==> src/rtl/alu_issue_ctrl.sv <==
// Issue controller for the combinational ALU: registers a command onto the ALU bus,
// holds it for SETTLE_CYCLES, captures the result into a 2-entry response FIFO.
module alu_issue_ctrl #(
  parameter int SETTLE_CYCLES = 1
) (
  input  logic        clk,
  input  logic        rst_n,
  input  logic        cmd_valid,
  output logic        cmd_ready,
  input  logic [2:0]  cmd_op,
  input  logic [31:0] cmd_a,
  input  logic [3:0]  cmd_b,
  input  logic [3:0]  cmd_tag,
  output logic [2:0]  alu_opcode,
  output logic [32:0] alu_operand1,
  output logic [3:0]  alu_operand2,
  input  logic [31:0] alu_res_out,
  input  logic        alu_overflow,
  output logic        rsp_valid,
  input  logic        rsp_ready,
  output logic [31:0] rsp_data,
  output logic        rsp_ovf,
  output logic        rsp_zero,
  output logic        rsp_err,
  output logic [3:0]  rsp_tag
);

  typedef struct packed {
    logic [31:0] data;
    logic        ovf;
    logic        zero;
    logic        err;
    logic [3:0]  tag;
  } rsp_t;

  localparam logic [1:0] IDLE   = 2'd0;
  localparam logic [1:0] SETTLE = 2'd1;
  localparam logic [1:0] ERR    = 2'd2;
  localparam logic [3:0] CNT_INIT = 4'(SETTLE_CYCLES - 1);

  logic [1:0]  state;
  logic [3:0]  cnt;
  logic [2:0]  op_q;
  logic [31:0] a_q;
  logic [3:0]  b_q;
  logic [3:0]  tag_q;

  rsp_t        fifo [2];
  logic        wptr, rptr;
  logic [1:0]  count;

  logic accept, legal, push, pop;
  rsp_t push_ent;
  rsp_t head;

  assign cmd_ready = (state == IDLE) && (count != 2'd2);
  assign accept    = cmd_valid && cmd_ready;
  assign legal     = (cmd_op != 3'b000) && (cmd_op != 3'b111);
  assign push      = ((state == SETTLE) && (cnt == 4'd0)) || (state == ERR);
  assign pop       = rsp_valid && rsp_ready;

  // Bus is zero outside SETTLE so the ALU sees opcode 000 and produces nothing.
  assign alu_opcode   = (state == SETTLE) ? op_q : 3'b000;
  assign alu_operand1 = (state == SETTLE) ? {1'b0, a_q} : 33'd0;
  assign alu_operand2 = (state == SETTLE) ? b_q : 4'd0;

  always_comb begin
    push_ent     = '0;
    push_ent.tag = tag_q;
    if (state == ERR) begin
      push_ent.zero = 1'b1;
      push_ent.err  = 1'b1;
    end else begin
      push_ent.data = alu_res_out;
      push_ent.ovf  = alu_overflow;
      push_ent.zero = (alu_res_out == 32'd0);
    end
  end

  always_ff @(posedge clk or negedge rst_n) begin
    if (!rst_n) begin
      state <= IDLE;
      cnt   <= 4'd0;
      op_q  <= 3'd0;
      a_q   <= 32'd0;
      b_q   <= 4'd0;
      tag_q <= 4'd0;
    end else begin
      case (state)
        IDLE: if (accept) begin
          tag_q <= cmd_tag;
          if (legal) begin
            op_q  <= cmd_op;
            a_q   <= cmd_a;
            b_q   <= cmd_b;
            cnt   <= CNT_INIT;
            state <= SETTLE;
          end else begin
            state <= ERR;
          end
        end
        SETTLE: if (cnt == 4'd0) state <= IDLE;
                else             cnt   <= cnt - 4'd1;
        ERR:     state <= IDLE;
        default: state <= IDLE;
      endcase
    end
  end

  // No full check on push: a command is only accepted with a free slot.
  always_ff @(posedge clk or negedge rst_n) begin
    if (!rst_n) begin
      fifo[0] <= '0;
      fifo[1] <= '0;
      wptr    <= 1'b0;
      rptr    <= 1'b0;
      count   <= 2'd0;
    end else begin
      if (push) begin
        fifo[wptr] <= push_ent;
        wptr       <= ~wptr;
      end
      if (pop) rptr <= ~rptr;
      case ({push, pop})
        2'b10:   count <= count + 2'd1;
        2'b01:   count <= count - 2'd1;
        default: count <= count;
      endcase
    end
  end

  assign head      = fifo[rptr];
  assign rsp_valid = (count != 2'd0);
  assign rsp_data  = head.data;
  assign rsp_ovf   = head.ovf;
  assign rsp_zero  = head.zero;
  assign rsp_err   = head.err;
  assign rsp_tag   = head.tag;

endmodule

==> config.mk <==
export PLATFORM = sky130hd
export DESIGN_NAME = alu_issue_ctrl
export DESIGN_NICKNAME = d
export VERILOG_FILES = /design/src/rtl/alu_issue_ctrl.sv
export SDC_FILE = /design/constraint.sdc
export NUM_CORES = 1
export LEC_CHECK = 0
export BUFFER_PORTS_ARGS = -buffer_cell sky130_fd_sc_hd__buf_2
export CORE_MARGIN = 2
export CORE_UTILIZATION = 47
export CTS_CLUSTER_SIZE = 14
export DETAILED_ROUTE_END_ITERATION = 6
export GPL_TIMING_DRIVEN = 0
export PLACE_DENSITY = 0.81
export SLEW_MARGIN = 20
export SYNTH_ARGS = -nofsm -noshare
export SYNTH_HDL_FRONTEND = slang
export SYNTH_SLANG_ARGS = --single-unit
==> constraint.sdc <==
create_clock -name clk -period 2.2 [get_ports clk]
set_input_delay 0.44 -clock clk [delete_from_list [all_inputs] [get_ports clk]]
set_output_delay 0.44 -clock clk [all_outputs]
set_load 0.02 [all_outputs]
Yosys cells after proc, flatten, opt, wreduce, memory -nomap -nowiden
Index checks and enable logic that the tools add are counted.
{ "totals": {"regBits": 131, "out_inout_bits": 81} }
{ "classes": {"add_sub_neg": 3, "magnitude_cmp": 3, "eq_ne": 10, "mux": 21, "bitwise_logic": 4, "reduce_logical": 18} }
{ "ops": {"columns": ["cell", "count"], "rows": [
  ["$mux 39", 4],
  ["$bwmux 78", 1],
  ["$demux 39 s1", 1],
  ["$mux 33", 1],
  ["$logic_not 32->1", 1],
  ["$mux 32", 1],
  ["$mux 4", 4],
  ["$ne 2x2->1 const B", 4],
  ["$pmux 2 s2", 2],
  ["$pmux 4 s2", 1],
  ["$logic_and 1x1->1", 6],
  ["$mux 2", 3],
  ["$reduce_bool 2->1", 3],
  ["$eq 2x1->1 const B", 2],
  ["$eq 2x2->1 const B", 2],
  ["$ge 2x2->1 const B", 2],
  ["$logic_not 4->1", 1],
  ["$not 1->2", 2],
  ["$reduce_and 2->1", 2],
  ["$reduce_and 4->1", 1],
  ["$sub 4x1->4 const B", 1],
  ["$mux 3", 1],
  ["$ne 3x3->1 const B", 1],
  ["$reduce_and 3->1", 1],
  ["other kinds (9)", 11]
]} }

Logic depth before layout (Yosys ltp)
Gate-level depths: netlist of the first run.
{ "depth": {"ltp_word": 6, "mapped_depth": 10, "ltp_nobuf": 8} }

Worst setup path after synthesis of the first run
No wires, ideal clock.
{ "synth_timing": {"path_type": "reg-to-reg", "from": "register cnt[0]", "to": "register count[1]", "arrival_ns": 1.762, "path_slack_ns": 0.359, "path_stages_with_launch": 10, "path_buffers": 2, "period_less_slack_ns": 1.841, "path_cell_list": "dfrtp_1 > inv_1 > ha_1 > nor3b_4 > a21boi_2 > buf_6 > buf_2 > ha_1 > nor2_1 > xor2_1"} }
{ "synth_between": {"elab_chain_len": 5, "word_cells_on_any_way": 7} }
{ "synth_lines": {"columns": ["item", "line_no", "source"], "rows": [
  ["start, declared", "42", "logic [3:0] cnt;"],
  ["start signal, assigned", "103", "else cnt <= cnt - 4'd1;"],
  ["$logic_not 4->1 (*)", "59", "assign push = ((state == SETTLE) && (cnt == 4'd0)) || (state == ERR);"],
  ["$logic_and 1x1->1 (*)", "59", null],
  ["$logic_or 1x1->1 (*)", "59", null],
  ["$eq 2x1->1 / $eq 2x2->1 (equally long branches)", "124", "case ({push, pop})"],
  ["$pmux 2 s2 / $reduce_bool 2->1 (equally long branches)", null, null],
  ["end signal, assigned", "125", "2'b10: count <= count + 2'd1;"],
  ["end signal, assigned", "126", "2'b01: count <= count - 2'd1;"],
  ["end signal, assigned", "127", "default: count <= count;"],
  ["end, declared", "50", "logic [1:0] count;"]
]} }
Every way passes the cells marked *; elsewhere a longest branch is shown, timed or not.
A chain may end at the register's enable or synchronous reset.

Worst setup path in the final report of the first run
{ "layout_timing": {"from": "register rptr", "to": "output port rsp_data[18]"} }
{ "layout_between": {"elab_chain_len": 4} }
{ "layout_lines": {"columns": ["item", "line_no", "source"], "rows": [
  ["start, declared", "49", "logic wptr, rptr;"],
  ["start signal, assigned", "123", "if (pop) rptr <= ~rptr;"],
  ["$not 1->2 (not written as such)", "132", "assign head = fifo[rptr];"],
  ["$mux 39 (not written as such) (3 in series)", "132", null],
  ["end, declared", "21", "output logic [31:0] rsp_data,"]
]} }
Every way passes these cells. The select of a mux whose other input is x is not followed.

==> PnR_summary.wiki, run 1 <==
{| class="wikitable"
! Metric !! Value
|-
| Final hold violation count || 0
|-
| First drt pass iteration count || 5
|-
| Clock-pin slew reported for the worst setup and hold paths after clock tree synthesis || 0.05 ns
|-
| Number of setup violations in the final report || 0
|-
| Fraction of final layout cells sized beyond drive strength 1 || 48.2%
|-
| Via count of the first global-routing pass || 4984
|-
| Transition time of the tightest slew-check pin || 0.619 ns
|-
| Via-per-instance ratio || 5.33
|-
| Wire length of the first global-routing pass || 24.6 mm
|-
| Via count || 4612
|-
| Area share of the leading cell type in the synthesized netlist || 53.7%
|-
| Total count of max-transition violations in the final report || 0
|-
| Register share of total power || 32.0%
|-
| Global router's overall resource usage || 22.4%
|-
| Reg2reg start || cnt[0]
|-
| Core ar. || 12700 sq um
|-
| Nets || 766
|-
| CP Data Arrival Time || 1.66 ns
|-
| Congestion Overflow GR || 0
|-
| Flip-flop and latch area || 3280 sq um
|-
| Worst EP required || 1.76 ns
|-
| Estimated wirelength of the detail-placed design || 10.5 mm
|-
| Net switching share of the total power || 37.3%
|-
| Max H-tree Level || 4
|-
| Count of fill cells added during filler insertion || 1012
|-
| TritonCTS Sinks || 131
|-
| Die extent in x || 118 microns
|-
| Insertion delay of the later-clocked pin in the worst-skew pair || 0.42 ns
|-
| Synth area leader || sky130_fd_sc_hd__dfrtp_1
|-
| Count of distinct cell types in the synthesized netlist || 42
|-
| Leading cell types by count after synthesis || sky130_fd_sc_hd__dfrtp_1, sky130_fd_sc_hd__mux2_2, sky130_fd_sc_hd__o21ai_0
|-
| Buffers on Ports || 159
|-
| Post-synthesis instance area || 6110 sq um
|-
| Tightest Hold Check Type || input port to asynchronous set/reset pin
|-
| Combined area of the multi-input logic cells || 2610 sq um
|-
| CTS Root Cell || sky130_fd_sc_hd__clkbuf_16
|-
| Final clock period utilization by the worst path || 95.3%
|-
| CTS tree || yes
|-
| Pin count of the biggest net entering global routing || 68
|-
| Part of the total power dissipated in the clock network || 21.2%
|-
| Routed length per instance || 17.1 microns
|-
| Critical path capture point type || output pin
|-
| Start point of the critical path || rptr
|-
| EDFF count, synth || 0
|-
| Synthesis-stage register bit count || 131
|-
| TritonCTS buffer count || 17
|-
| Kind of critical path || flop to output pin
|-
| Post-synthesis net count || 585
|-
| Antenna-violating nets left || 0
|-
| Max FO, Critical Path || 10
|-
| Last weighted congestion value of the routability-driven placer || 0.807
|-
| Number of core rows || 41
|-
| Clock Tree Buf Depth || 2
|-
| Diode count || 0
|-
| Area growth from synthesis to final layout || 27.1%
|-
| Sequential share of the synthesized area || 53.7%
|-
| Combinational Power Share || 46.8%
|-
| Share of the core filled with cells || 61.3%
|-
| RSZ-0062 raised after global routing || no
|-
| Detailed-routing wirelength on met1 || 6.00 mm
|-
| Length of routed met2 wiring || 7.33 mm
|-
| Top_reg_cell synth || sky130_fd_sc_hd__dfrtp_1
|-
| Worst slew margin relative to its limit || 58.7%
|-
| Sort of element at the start of the critical path || flop
|-
| Effective utilization at floorplan || 48.2%
|-
| Overall die area || 13900 sq um
|-
| Setup Skew || 0.00840 ns
|-
| Post-placement worst setup slack || 0.0806 ns
|-
| Number of top-level pins || 161
|-
| Hold buffer count at CTS || 0
|-
| Most frequently used cell type in the post-synthesis netlist || sky130_fd_sc_hd__dfrtp_1
|-
| Share of flip-flops with an asynchronous set or reset after synthesis || 100%
|-
| Peak supply drop || 0.972 mV
|-
| Final wirelength || 14.8 mm
|-
| Static leakage || 3.75 nW
|-
| Routed length on met3 || 1.13 mm
|-
| Net switching power || 0.00493 W
|-
| Avg Cell Area, Syn || 12.1 sq um
|-
| Uppermost routed layer || met4
|-
| Min Tclk post-route || 2.10 ns
|-
| Top achievable clock speed || 477 MHz
|-
| Height of the die || 118 microns
|-
| Final worst setup slack || 0.103 ns
|-
| DRC || 0
|-
| Synthesized instance count || 503
|-
| Cell Pwr Density || 1700 nW/um^2
|-
| Warnings from Yosys || 0
|-
| Antenna violations before repair || 0
|-
| MaxCap Viol Count || 0
|-
| Top area cells in the synthesized netlist || sky130_fd_sc_hd__dfrtp_1, sky130_fd_sc_hd__mux2_2, sky130_fd_sc_hd__o21ai_0, sky130_fd_sc_hd__and2_1, sky130_fd_sc_hd__mux2_4
|-
| Number of violations reported at the end of detailed-routing iteration 0 || 275
|-
| Internal power consumption || 0.00829 W
|-
| Run status || finished, final reports clean
|}
==> path summary, 6_finish.rpt <==
kind	cells after the start	to	slack, ns
setup / recovery	3	rsp_data[18]	0.10
hold / removal	1	fifo[15]	0.03
setup reg to reg	9	count[1]	0.13
hold reg to reg	1	count[1]	0.49
max in group asynchronous	2	cnt[3]	1.43
min in group clk	2	op_q[0]	0.23
==> cells in the final DEF, fill, tap and decap left out, drive strengths merged, types with 2 or more instances in the layout <==
master	instances
and2	55
buf	184
bufinv	3
clkbuf	35
dfrtp	131
ha	2
inv	5
mux2	113
nand2	25
nand2b	3
nand3	6
nand4	2
nor2	6
nor3b	2
nor4	8
o21ai	87
o22ai	2
o2bb2ai	2
or2	2
xnor2	3
xor2	2
==> layer usage <==
metal / vias up / track usage, %
met4: 0 / 9.26
li1: 2121 / -
met1: 2239 / 26.7
met2: 214 / 37.0
met3: 38 / 7.90
met5: - / 0
==> per-stage QoR <==
stage	area (sq um)	instances	power, W	hold WS [ns]	TNS (ns)
after global routing	7760	865	0.0140	0.0653	0
after detailed placement	7150	835	0.0104	0.478	0
after CTS	7740	863	0.0133	0.0373	0
after floorplan	6110	503	0.00852	0.144	0
after global placement	7120	834	0.0101	0.467	-122.99
final	7760	865	0.0132	0.0287	0
==> cells by family (layout without fill, tap and decap cells) <==
group,after synthesis,in the layout,share of synthesized area [%]
adder cells (fa/ha/maj),2,2,0.410
AND/OR/NAND/NOR,113,113,10.9
XOR/XNOR,5,5,0.717
buffers and inverters,39,229,3.71
AO/OA/AOI/OAI,99,99,8.74
multiplexers,113,113,21.8
other,1,1,0.0614
flip-flops,131,131,53.7
==> power by group through the flow <==
stage                     combinational [W]  sequential [W]  clock, W
after floorplan                     0.00447         0.00404         0
after global placement              0.00595         0.00415         0
after detailed placement            0.00611         0.00426         0
after CTS                           0.00618         0.00423   0.00286
after global routing                0.00670         0.00438   0.00297
final                               0.00618         0.00424   0.00280
==> layout make-up <==
type	count	share of cell area [%]
Inverter	5	0.242
Timing Repair Buffer	162	10.9
Tap cell	172	2.77
Buffer	34	2.80
Clock buffer	23	6.16
Sequential cell	131	42.2
Multi-Input combinational cell	333	33.6
Clock inverter	5	1.32
==> sequential cells by signal, indices dropped and copies added (netlist names) <==
| register | count |
|---|---|
| a_q | 32 |
| b_q | 4 |
| cnt | 4 |
| count | 2 |
| fifo | 78 |
| op_q | 3 |
| rptr | 1 |
| state | 2 |
| tag_q | 4 |
| wptr | 1 |
==> worst max-delay path: stages (launching register included) <==
cell and delay, ns:
sky130_fd_sc_hd__dfrtp_1 0.36, sky130_fd_sc_hd__buf_2 0.31, sky130_fd_sc_hd__mux2_2 0.40, sky130_fd_sc_hd__buf_2 0.16
==> what timing repair did <==
action / 4_1_cts / 5_1_grt
setup buffers: 0 / 2
gates resized for setup: 8 / 5
hold endpoints to repair: 0 / 0
pin swaps: 0 / 0
endpoints found under the setup margin: 65 / 7
cloned: 0 / 0
Note: power is estimated with default switching activity, not from simulation.
==> run 2: changes to the inputs <==
- HOLD_SLACK_MARGIN: unset -> 0.1
- PLACE_DENSITY: 0.81 -> 0.84
- SLEW_MARGIN: 20 -> unset
- clock period: 2.2 -> 1.7 ns (I/O delays scaled with it)
==> run 2 against run 1 <==
Highest routed layer unchanged. Setup slack got worse by 0.36 ns. Non-clock buffer count increased by 27. Cell count increased by 3.6%. Clock-buffer cell count decreased by 2. Final area increased by 19%. The flow now finishes with violations (negative setup slack). Die area unchanged.
==> PnR_summary.wiki, run 2 (synthesized netlist as in run 1, its figures left out) <==
{| class="wikitable"
! Metric !! Value
|-
| Transition time of the tightest slew-check pin || 0.739 ns
|-
| Static leakage || 4.40 nW
|-
| Post-placement worst setup slack || -0.288 ns
|-
| Min Tclk post-route || 1.95 ns
|-
| Most frequent standard cell in the layout excluding fill and tap cells || sky130_fd_sc_hd__dfrtp_1
|-
| Die extent in x || 118 microns
|-
| Overall die area || 13900 sq um
|-
| Final non-filler cell total || 896
|-
| Last weighted congestion value of the routability-driven placer || 0.818
|-
| Slack of the worst reg-to-reg path || -0.24 ns
|-
| Highest-count cells in the layout ignoring fill and taps || sky130_fd_sc_hd__dfrtp_1, sky130_fd_sc_hd__buf_2, sky130_fd_sc_hd__buf_6
|-
| Core ar. || 12700 sq um
|-
| Top achievable clock speed || 512 MHz
|-
| Max H-tree Level || 4
|-
| Violated checks || negative setup slack
|-
| Worst-case hold path end point || op_q[0]
|-
| TritonCTS buffer count || 17
|-
| Sort of element at the start of the critical path || flop
|-
| Number of top-level pins || 161
|-
| Total count of max-transition violations in the final report || 0
|-
| Routed length per instance || 19.4 microns
|-
| RSZ-0062 raised after global routing || yes
|-
| Congestion Overflow GR || 0
|-
| Antenna violations before repair || 0
|-
| Worst-case reg-to-reg path depth || 8
|-
| Total instance count after detailed placement || 835
|-
| Worst slew margin relative to its limit || 50.7%
|-
| Peak supply drop || 1.26 mV
|-
| Final hold violation count || 0
|-
| Tightest Hold Check Type || input port to flop
|-
| Global router's overall resource usage || 23.4%
|-
| CTS tree || yes
|-
| Kind of critical path || flop to output pin
|-
| Effective utilization at floorplan || 48.2%
|-
| Setup Skew || 0.00994 ns
|-
| Estimated wirelength of the detail-placed design || 10.4 mm
|-
| Max reg flops || 78
|-
| Clock Tree Buf Depth || 2
|-
| TritonCTS Sinks || 131
|-
| CP Data Arrival Time || 1.61 ns
|-
| Worst EP required || 1.36 ns
|-
| Max FO, Critical Path || 6
|-
| Cell Pwr Density || 2350 nW/um^2
|-
| Min-Delay Path Depth || 2
|-
| Insertion delay of the later-clocked pin in the worst-skew pair || 0.42 ns
|-
| Via count of the first global-routing pass || 5075
|-
| Registers with the most flip-flops || fifo: 78 flops, a_q: 32 flops
|-
| First drt pass iteration count || 5
|-
| Buffers on Ports || 159
|-
| Start point of the critical path || rptr
|-
| Final worst setup slack || -0.254 ns
|-
| Area growth from synthesis to final layout || 51.4%
|-
| Critical path capture point type || output pin
|-
| Share of the core filled with cells || 73.0%
|-
| Antenna-violating nets left || 0
|-
| Number of setup violations in the final report || 134
|-
| Pin count of the biggest net entering global routing || 70
|-
| Number of violations reported at the end of detailed-routing iteration 0 || 250
|-
| Final wirelength || 17.4 mm
|-
| MaxCap Viol Count || 0
|-
| Diode count || 0
|-
| R2R Path End || fifo[1]
|-
| Wire length of the first global-routing pass || 25.8 mm
|-
| Nets || 793
|-
| Startpoint of the most critical hold path || cmd_op[1]
|-
| Via-per-instance ratio || 5.44
|-
| Reg2reg start || state[0]
|-
| Register with the most flip-flops || fifo
|-
| Post-layout power || 0.0217 W
|-
| Final clock period utilization by the worst path || 115%
|-
| Number of core rows || 41
|-
| DRC || 0
|-
| Height of the die || 118 microns
|-
| Clock-pin slew reported for the worst setup and hold paths after clock tree synthesis || 0.06 ns
|-
| CTS Root Cell || sky130_fd_sc_hd__clkbuf_16
|-
| Fraction of final layout cells sized beyond drive strength 1 || 62.6%
|-
| Count of fill cells added during filler insertion || 779
|-
| Run status || finished with violations
|-
| Via count || 4878
|}
run 2: per-layer routing:
layer  global-route usage (%)  share of wire, %
met5                        0                 0
met1                     27.8                39
met4                     8.51               2.5
met3                     7.07               7.3
met2                     40.3                51
run 2: worst max-delay path by stage:
stage                     slack [ns]      endpoint
final                          -0.25  rsp_data[17]
after global routing           -0.28   rsp_data[0]
after CTS                      -0.24  rsp_data[18]
after detailed placement       -0.29      fifo[39]
after global placement         -1.33       a_q[11]
after floorplan                -0.06      count[1]
run 2: stage by stage:
stage                     instance area (sq um)  TNS [ns]  hold WS (ns)
after floorplan                            6150    -0.705        0.0444
after global placement                     7160   -189.25         0.466
after detailed placement                   7200    -20.13         0.363
after CTS                                  8430    -23.50         0.111
after global routing                       9250    -30.87         0.130
final                                      9250    -23.73         0.125
run 2: layout make-up:
cell class                      instances  area (sq um)  area share, %
Multi-Input combinational cell        333          3030           32.7
Inverter                                5          18.8          0.203
Sequential cell                       131          3280           35.4
Timing Repair Buffer                  190          1650           17.8
Tap cell                              172           215           2.33
Clock buffer                           21           480           5.19
Buffer                                 33           409           4.42
Clock inverter                         11           174           1.88
run 2: worst max-delay path: stages, from the launching register on:
cell,delay [ns]
sky130_fd_sc_hd__dfrtp_2,0.40
sky130_fd_sc_hd__buf_12,0.15
sky130_fd_sc_hd__clkbuf_16,0.15
sky130_fd_sc_hd__mux2_2,0.35
sky130_fd_sc_hd__buf_6,0.14
run 2: what timing repair did:
action	4_1_cts	5_1_grt
hold endpoints to repair	62	0
pin swaps	10	4
endpoints found under the setup margin	159	160
hold buffers	1	0
gates cloned	4	4
buffers inserted	13	9
resized for setup	124	277
run 2: power breakdown:
group	switching (W)	total [W]	internal, W
combinational	0.00538	0.0120	0.00667
clock	0.00139	0.00400	0.00262
sequential	0.000982	0.00569	0.00470
